### src/rtl/stream_packet_fifo.sv
// Store-and-forward packet FIFO for the arbitrated beat stream.
// A packet becomes visible on the master side only once its last beat is
// stored, so a consumer stall never shows up mid-packet. When a packet is
// longer than the buffer, the full condition opens the output as well. The
// packet then cuts through instead of deadlocking.
module stream_packet_fifo #(
   parameter int T_DATA_WIDTH = 4,
   parameter int T_QOS__WIDTH = 2,
   parameter int STREAM_COUNT = 3,
   parameter int T_ID___WIDTH = $clog2(STREAM_COUNT),
   parameter int DEPTH        = 16
) (
   input  logic                       clk,
   input  logic                       rst,
   input  logic [T_DATA_WIDTH-1:0]    s_data_in,
   input  logic [T_QOS__WIDTH-1:0]    s_qos_in,
   input  logic [T_ID___WIDTH-1:0]    s_id_in,
   input  logic                       s_last_in,
   input  logic                       s_valid_in,
   output logic                       s_ready_out,
   output logic [T_DATA_WIDTH-1:0]    m_data_out,
   output logic [T_QOS__WIDTH-1:0]    m_qos_out,
   output logic [T_ID___WIDTH-1:0]    m_id_out,
   output logic                       m_last_out,
   output logic                       m_valid_out,
   input  logic                       m_ready_in,
   output logic [$clog2(DEPTH+1)-1:0] level_out,
   output logic [$clog2(DEPTH+1)-1:0] pkt_cnt_out
);

   localparam int PTR_W = $clog2(DEPTH);
   localparam int CNT_W = $clog2(DEPTH+1);
   localparam int ENT_W = T_DATA_WIDTH + T_QOS__WIDTH + T_ID___WIDTH + 1;

   // Entry layout: {data, qos, id, last}; last sits in bit 0.
   logic [ENT_W-1:0] mem_q [DEPTH];

   logic [PTR_W-1:0] wr_ptr_q, wr_ptr_d;
   logic [PTR_W-1:0] rd_ptr_q, rd_ptr_d;
   logic [CNT_W-1:0] level_q, level_d;
   logic [CNT_W-1:0] pkt_cnt_q, pkt_cnt_d;

   logic             full;
   logic             wr_en;
   logic             rd_en;
   logic             wr_last;
   logic             rd_last;
   logic [ENT_W-1:0] head;

   // Full is taken from the registered level only. A pop in the same cycle
   // does not free a slot for a write until the next cycle.
   assign full        = (level_q == CNT_W'(DEPTH));
   assign s_ready_out = ~full;
   assign wr_en       = s_valid_in & s_ready_out;

   // First-word-fall-through head. The last flag is gated by valid so that
   // stale RAM contents never show a spurious last after reset.
   assign head        = mem_q[rd_ptr_q];
   assign m_valid_out = (pkt_cnt_q != '0) | full;
   assign m_data_out  = head[ENT_W-1 -: T_DATA_WIDTH];
   assign m_qos_out   = head[T_ID___WIDTH+1 +: T_QOS__WIDTH];
   assign m_id_out    = head[1 +: T_ID___WIDTH];
   assign m_last_out  = m_valid_out & head[0];
   assign rd_en       = m_valid_out & m_ready_in;

   assign wr_last     = wr_en & s_last_in;
   assign rd_last     = rd_en & head[0];

   assign level_out   = level_q;
   assign pkt_cnt_out = pkt_cnt_q;

   // Next-state for pointers, beat level and complete-packet count.
   always_comb begin
      wr_ptr_d  = wr_ptr_q;
      rd_ptr_d  = rd_ptr_q;
      level_d   = level_q;
      pkt_cnt_d = pkt_cnt_q;
      if (wr_en) wr_ptr_d = wr_ptr_q + PTR_W'(1);
      if (rd_en) rd_ptr_d = rd_ptr_q + PTR_W'(1);
      case ({wr_en, rd_en})
         2'b10:   level_d = level_q + CNT_W'(1);
         2'b01:   level_d = level_q - CNT_W'(1);
         default: level_d = level_q;
      endcase
      case ({wr_last, rd_last})
         2'b10:   pkt_cnt_d = pkt_cnt_q + CNT_W'(1);
         2'b01:   pkt_cnt_d = pkt_cnt_q - CNT_W'(1);
         default: pkt_cnt_d = pkt_cnt_q;
      endcase
   end

   // Control state. Reset drops every buffered beat at once.
   always_ff @(posedge clk or posedge rst) begin
      if (rst) begin
         wr_ptr_q  <= '0;
         rd_ptr_q  <= '0;
         level_q   <= '0;
         pkt_cnt_q <= '0;
      end else begin
         wr_ptr_q  <= wr_ptr_d;
         rd_ptr_q  <= rd_ptr_d;
         level_q   <= level_d;
         pkt_cnt_q <= pkt_cnt_d;
      end
   end

   // Beat storage. It is not cleared on reset, because the pointers and
   // counters alone define which entries are live.
   always_ff @(posedge clk) begin
      if (wr_en) mem_q[wr_ptr_q] <= {s_data_in, s_qos_in, s_id_in, s_last_in};
   end

endmodule

### config.mk
export PLATFORM = sky130hd
export DESIGN_NAME = stream_packet_fifo
export DESIGN_NICKNAME = d
export VERILOG_FILES = /design/src/rtl/stream_packet_fifo.sv
export SDC_FILE = /design/constraint.sdc
export NUM_CORES = 1
export LEC_CHECK = 0
export ABC_CLOCK_PERIOD_IN_PS = 2900
export CORE_MARGIN = 3
export CORE_UTILIZATION = 40
export CTS_BUF_LIST = sky130_fd_sc_hd__clkbuf_8
export DETAILED_ROUTE_END_ITERATION = 8
export GPL_ROUTABILITY_DRIVEN = 0
export GPL_TIMING_DRIVEN = 0
export PLACE_DENSITY = 0.67
export SLEW_MARGIN = 20
export SYNTH_ARGS = -nofsm -noshare
export SYNTH_HDL_FRONTEND = slang
export SYNTH_SLANG_ARGS = --single-unit
### constraint.sdc
create_clock -name clk -period 2.9 [get_ports clk]
set_clock_uncertainty 0.2 [all_clocks]
set_input_delay 0.58 -clock clk [delete_from_list [all_inputs] [get_ports clk]]
set_output_delay 0.58 -clock clk [all_outputs]
set_load 0.03 [all_outputs]
### Word-level counts from Yosys, hierarchy flattened

Memory sizes are Yosys's and may differ from the RTL's.
Cells that the tools add are included.

* bits in latches: 0
* ROM bits: 0
* memories kept: 1
* bits in writable memories: 144
* logic and storage cells: 30
* input port bits: 13
* bits in registers: 18

Memories
* mem_q: words 16, width 9, read ports 1, clocked after Yosys merged registers in 0, write ports 1, line 36 `logic [ENT_W-1:0] mem_q [DEPTH];`

* multipliers: 0
* shifts and indexed selects: 0
* order comparisons: 0
* equal/unequal tests: 5
* $add $sub $neg: 6
* reductions and logical operators: 3
* bitwise operators: 7
* divide/modulo/power cells: 0
* muxes and demuxes: 4

Operators with widths (number)
* 5-bit one-hot mux with 2 select lines: 2
* 5-bit by 1-bit adder with 5-bit output (second input constant): 2
* 5-bit by 1-bit subtractor with 5-bit output (second input constant): 2
* 4-bit by 1-bit adder with 4-bit output (second input constant): 2
* 1-bit AND: 5
* 5-bit == test (second input constant): 1
* 5-bit nonzero test: 1
* 2-bit by 1-bit == test with 1-bit output (second input constant): 2
* 2-bit == test (second input constant): 2
* 2-bit nonzero test: 2
* 1-bit 2-to-1 mux: 2
* 1-bit NOT: 1
* 1-bit OR: 1

### Longest topological paths before layout

* depth after elaboration: 6
* gate-level depth with buffers: 15
* mapped depth without buffers: 13

### Least setup slack after synthesis

OpenSTA, ideal clock, no wires.

* path type: reg-to-reg
* start: reg level_q[0], in the netlist level_out[0]
* end: reg level_q[4], in the netlist level_out[4]
* setup time: 0.133 ns
* cell stages (with the launch flop): 13
* arrival time: 3.225 ns
* buffers on the path: 0
* path slack: -0.658 ns
* cells stage by stage: dfrtp_1 > or4b_4 > o211ai_2 > nand2_2 > inv_2 > ha_1 > inv_1 > fa_1 > nor2b_1 > o21ai_0 > nand3_1 > or3b_2 > xnor2_1

* cells in the longest elaborated chain, start to end: 5

RTL lines
* from (decl): line 40 `logic [CNT_W-1:0] level_q, level_d;`
* from (signal assigned): line 102 `level_q <= level_d;`
* 5-bit == test *: line 52 `assign full = (level_q == CNT_W'(DEPTH));`
* 1-bit OR *: line 59 `assign m_valid_out = (pkt_cnt_q != '0) | full;`
* named net m_valid_out: line 25 `output logic m_valid_out,`
* 1-bit AND *: line 64 `assign rd_en = m_valid_out & m_ready_in;`
* named net rd_en: line 45 `logic rd_en;`
* 2-bit by 1-bit == test with 1-bit output / 2-bit == test (equally long branches): line 80 `case ({wr_en, rd_en})`
* 5-bit one-hot mux with 2 select lines / 2-bit nonzero test (equally long branches)

The timed path passes the listed nets; every way through them passes the cells marked *.
A chain may end at the register's enable or synchronous reset.

### Worst setup path in the final report

* start: reg rd_ptr_q[0]
* end: out m_qos_out[0]

* cells in the longest elaborated chain, start to end: 1

RTL lines
* from (decl): line 39 `logic [PTR_W-1:0] rd_ptr_q, rd_ptr_d;`
* from (signal assigned): line 101 `rd_ptr_q <= rd_ptr_d;`
* memory read 16 x 9 bit
* to (decl): line 22 `output logic [T_QOS__WIDTH-1:0] m_qos_out,`

Every way passes these cells.

==> results summary <==
The family with the most delay on the worst path is buffers and inverters. For the pin with the worst max-slew slack, the measured transition is 1.03 ns. The simple-gate portion of the synthesized area came out at 0.0464. CTS placed an instance of sky130_fd_sc_hd__clkbuf_8 at the clock tree root. For this run, the detailed router's first-pass iteration total came to 5. The initial standard-cell utilization of the core came out at 0.416. The top-area cell type share of the netlist area is 0.643. The final total negative setup slack came out at -1.06 ns.

The post-synthesis register bit count is 162. The power per cell area is 1060 nW/um^2. The average wire length per cell after detail routing came out at 19.7 um. The count of synthesis-stage warnings from yosys is 0. The number of sinks on the clock net is 162.

The area fraction in compound gates after synthesis came out at 0.0557. For this block, the via count after detailed routing is 3637. The longest individual stage delay on the worst path came out at 0.52 ns. The initialized floorplan defines 46 standard-cell rows. The post-synthesis cell count came out at 400. The number of cells in the finished layout apart from fillers is 696.

In the routed design, unresolved DRC markers number 0. The most used flip-flop cell after synthesis is sky130_fd_sc_hd__edfxtp_1. The share of the yosys chip area belonging to registers is 0.710. Traced cell by cell, the critical path runs through buf_6, buf_6, buf_12, mux4_2, a22oi_2, nand2_2, buf_6. The standard cell core area is 16200 um^2.

The average instance area after synthesis came out at 16.8 um^2. The fraction of layout cells with a size suffix above 1 came out at 0.340. The final period utilization is 1.05.

The startpoint class of the critical path is a register. The via count of the first global-routing pass was 3719. In this run the horizontal extent of the chip is 136 um. The routed wire length is 13.7 mm. The diode insertion count for antenna repair came out at 0.

The required time at the worst-slack endpoint is 2.12 ns. The cell count after placement is 653. The height of the die came out at 136 um.

The hold violation count in the final report came to 0. The first routing iteration left 280 violations. The adder and majority cell fraction of the synthesized area is 0.0253. The synthesized design contains 144 enable-type register cells. The die outline area is 18400 um^2. The number of distinct standard cells referenced by the synthesized netlist came out at 39. Of the post-synthesis cell area, the part taken by muxes is 0.121. Setup repair after global routing could not meet its margin everywhere. The static power due to leakage came out at 2.84 nW. TritonCTS built the clock tree. Max-cap violations in this run came to 0. Summing every instance area after synthesis gives 6720 um^2. The clock insertion delay at the later pin of the skew report is 0.45 ns. The count of input and output buffers is 33.

The signed area change from the synthesized netlist to the final layout is 22.0%. Together, buffers and inverters on the worst path number 4. The total track usage came out at 0.158. The deepest clock path buffer count came out at 2. Among all stages on the critical path, the largest delay is contributed by sky130_fd_sc_hd__mux4_2. After synthesis, the largest family of logic cells by area is multiplexers. The worst min-delay path category is reg2reg. The total of endpoints with negative setup slack in the final report is 11. The smallest clock period supported by the final layout is computed as 3.03 ns. The H-tree generated during clock tree synthesis spans 4 levels. The via count normalized by instance count came out at 5.23. The checks that failed: negative setup slack. The cell occurring most often along the worst timing path is sky130_fd_sc_hd__buf_6.

The top-level I/O count is 34. Summed over all instances, the cell type with the most area after synthesis is sky130_fd_sc_hd__edfxtp_1. The number of CTS-inserted buffers is 17. STA classifies the critical path endpoint as an output pin. The number of nets in the layout came out at 493. The xor-xnor portion of the synthesized cell area is 0.0208.

The total nets after synthesis came out at 426. The worst path setup slack after routing came out at -0.133 ns. The remaining antenna violation count came out at 0. The largest net degree at the start of global routing came out at 19.

The sum of net half-perimeters after detailed placement is 8.77 mm. The run finished, with violations left. The type of the worst setup path is reg2out. Overall power consumption after layout is estimated at 8.69 mW. The upper clock frequency limit is 0.330 GHz. The biggest fanout along the worst timing path came out at 5.

The clock-pin slew of the registers on the worst-case setup and hold paths came out at 0.08 ns. Yosys attributes the largest share of cell area to sky130_fd_sc_hd__edfxtp_1 (64%), sky130_fd_sc_hd__dfrtp_1 (6.7%), sky130_fd_sc_hd__mux4_2 (6.7%). The final number of max-transition violations came out at 0. The initial antenna violation count is 0. The first global-routing pass estimated 21.3 mm of wire. The total congestion overflow after global routing came out at 0. For this run, asynchronously set or reset flops after synthesis account for 0.111. The largest vdd supply drop came out at 0.461 mV. The relative slew slack is 0.311. The arrival time at the worst endpoint came out at 2.25 ns.
==> kinds of logic after synthesis <==
kind of cell	count (synthesis)
buf+inv	30
xor+xnor	16
flops	162
simple gates	63
mux	55
fa+ha+maj	13
compound gates	61
==> layout make-up <==
| class | count | area [um^2] |
|---|---|---|
| Buffer | 15 | 145 |
| Clock buffer | 17 | 234 |
| Clock inverter | 15 | 171 |
| Fill cell | 1314 | 7970 |
| Inverter | 10 | 40.0 |
| Multi-Input combinational cell | 208 | 2050 |
| Sequential cell | 162 | 4780 |
| Tap cell | 216 | 270 |
| Timing Repair Buffer | 53 | 509 |
==> power breakdown <==
part	switching, mW	internal (mW)
combinational	2.17	1.75
sequential	0.223	2.89
clock	0.870	0.786
total	3.26	5.43
==> cell usage in the layout, fill, tap and decap left out, types with 3 or more instances in the layout <==
cell / instances
sky130_fd_sc_hd__o21ai_0: 12
sky130_fd_sc_hd__o21ai_1: 8
sky130_fd_sc_hd__a221oi_2: 8
sky130_fd_sc_hd__mux2i_1: 23
sky130_fd_sc_hd__nor2_1: 14
sky130_fd_sc_hd__nand2_2: 3
sky130_fd_sc_hd__o21ai_2: 4
sky130_fd_sc_hd__xnor2_1: 10
sky130_fd_sc_hd__mux4_2: 20
sky130_fd_sc_hd__inv_6: 3
sky130_fd_sc_hd__ha_1: 8
sky130_fd_sc_hd__a21oi_2: 7
sky130_fd_sc_hd__a21oi_1: 7
sky130_fd_sc_hd__dfrtp_2: 4
sky130_fd_sc_hd__a22oi_2: 8
sky130_fd_sc_hd__edfxtp_1: 144
sky130_fd_sc_hd__xor2_1: 6
sky130_fd_sc_hd__clkdlybuf4s50_1: 22
sky130_fd_sc_hd__clkinv_4: 5
sky130_fd_sc_hd__nand3_1: 3
sky130_fd_sc_hd__inv_1: 7
sky130_fd_sc_hd__nand2_1: 23
sky130_fd_sc_hd__clkbuf_8: 17
sky130_fd_sc_hd__mux2_2: 9
sky130_fd_sc_hd__buf_6: 13
sky130_fd_sc_hd__dfrtp_1: 14
sky130_fd_sc_hd__nor3_2: 5
sky130_fd_sc_hd__clkbuf_4: 4
sky130_fd_sc_hd__buf_4: 18
==> worst paths after layout <==
| kind | startpoint | to | slack [ns] | cells past startpoint |
|---|---|---|---|---|
| hold / removal | level_out[4] | level_out[4] | 0.30 | 1 |
| max in group asynchronous | rst | level_out[0] | 1.62 | 2 |
| setup reg to reg | rd_ptr_q[0] | pkt_cnt_out[4] | -0.08 | 13 |
| hold reg to reg | level_out[4] | level_out[4] | 0.30 | 1 |
| setup / recovery | rd_ptr_q[0] | m_qos_out[0] | -0.13 | 7 |
| min in group asynchronous | rst | level_out[4] | 0.35 | 2 |
==> sequential cells by signal, indices dropped and copies added (netlist names) <==
signal / count
mem_q: 144
pkt_cnt_out: 5
rd_ptr_q: 4
level_out: 5
wr_ptr_q: 4
==> synthesized netlist by cell type, drive strengths merged, types with 3 or more instances <==
cell / number
a22oi: 8
buf: 10
nand3: 3
a21oi: 14
a221oi: 8
inv: 10
o21ai: 25
nand2b: 3
nor2b: 3
nand2: 28
nor2: 15
mux2: 10
mux2i: 25
dfrtp: 18
xnor2: 10
nor3: 6
mux4: 20
xor2: 6
clkbuf: 10
ha: 12
edfxtp: 144
==> routing by layer <==
layer | global-route usage | up-vias | wire length (um)
met4 | 0.0649 | 0 | 268
met5 | 0 | - | 0
met1 | 0.210 | 1853 | 6080
met3 | 0.0342 | 23 | 495
met2 | 0.256 | 82 | 6870
li1 | - | 1679 | -
==> stage by stage <==
stage | cell area, um^2 | hold WS, ns | setup WS, ns | util
2_1_floorplan | 6750 | 0.318 | -0.288 | -
3_3_place_gp | 7350 | 0.284 | -0.581 | 0.455
3_5_place_dp | 7400 | 0.285 | -0.690 | 0.458
4_1_cts | 8010 | 0.302 | -0.168 | 0.495
5_1_grt | 8200 | 0.335 | -0.245 | 0.507
6_report | 8200 | 0.301 | -0.133 | 0.507
==> what timing repair did <==
item                                    CTS  global route
resized for setup                       117            36
pin swaps                                 5            25
endpoints found under the setup margin   16            15
hold buffers                              0             0
gates cloned                              1             1
setup buffers                             7             7
Power figures use the tool's default switching activity.
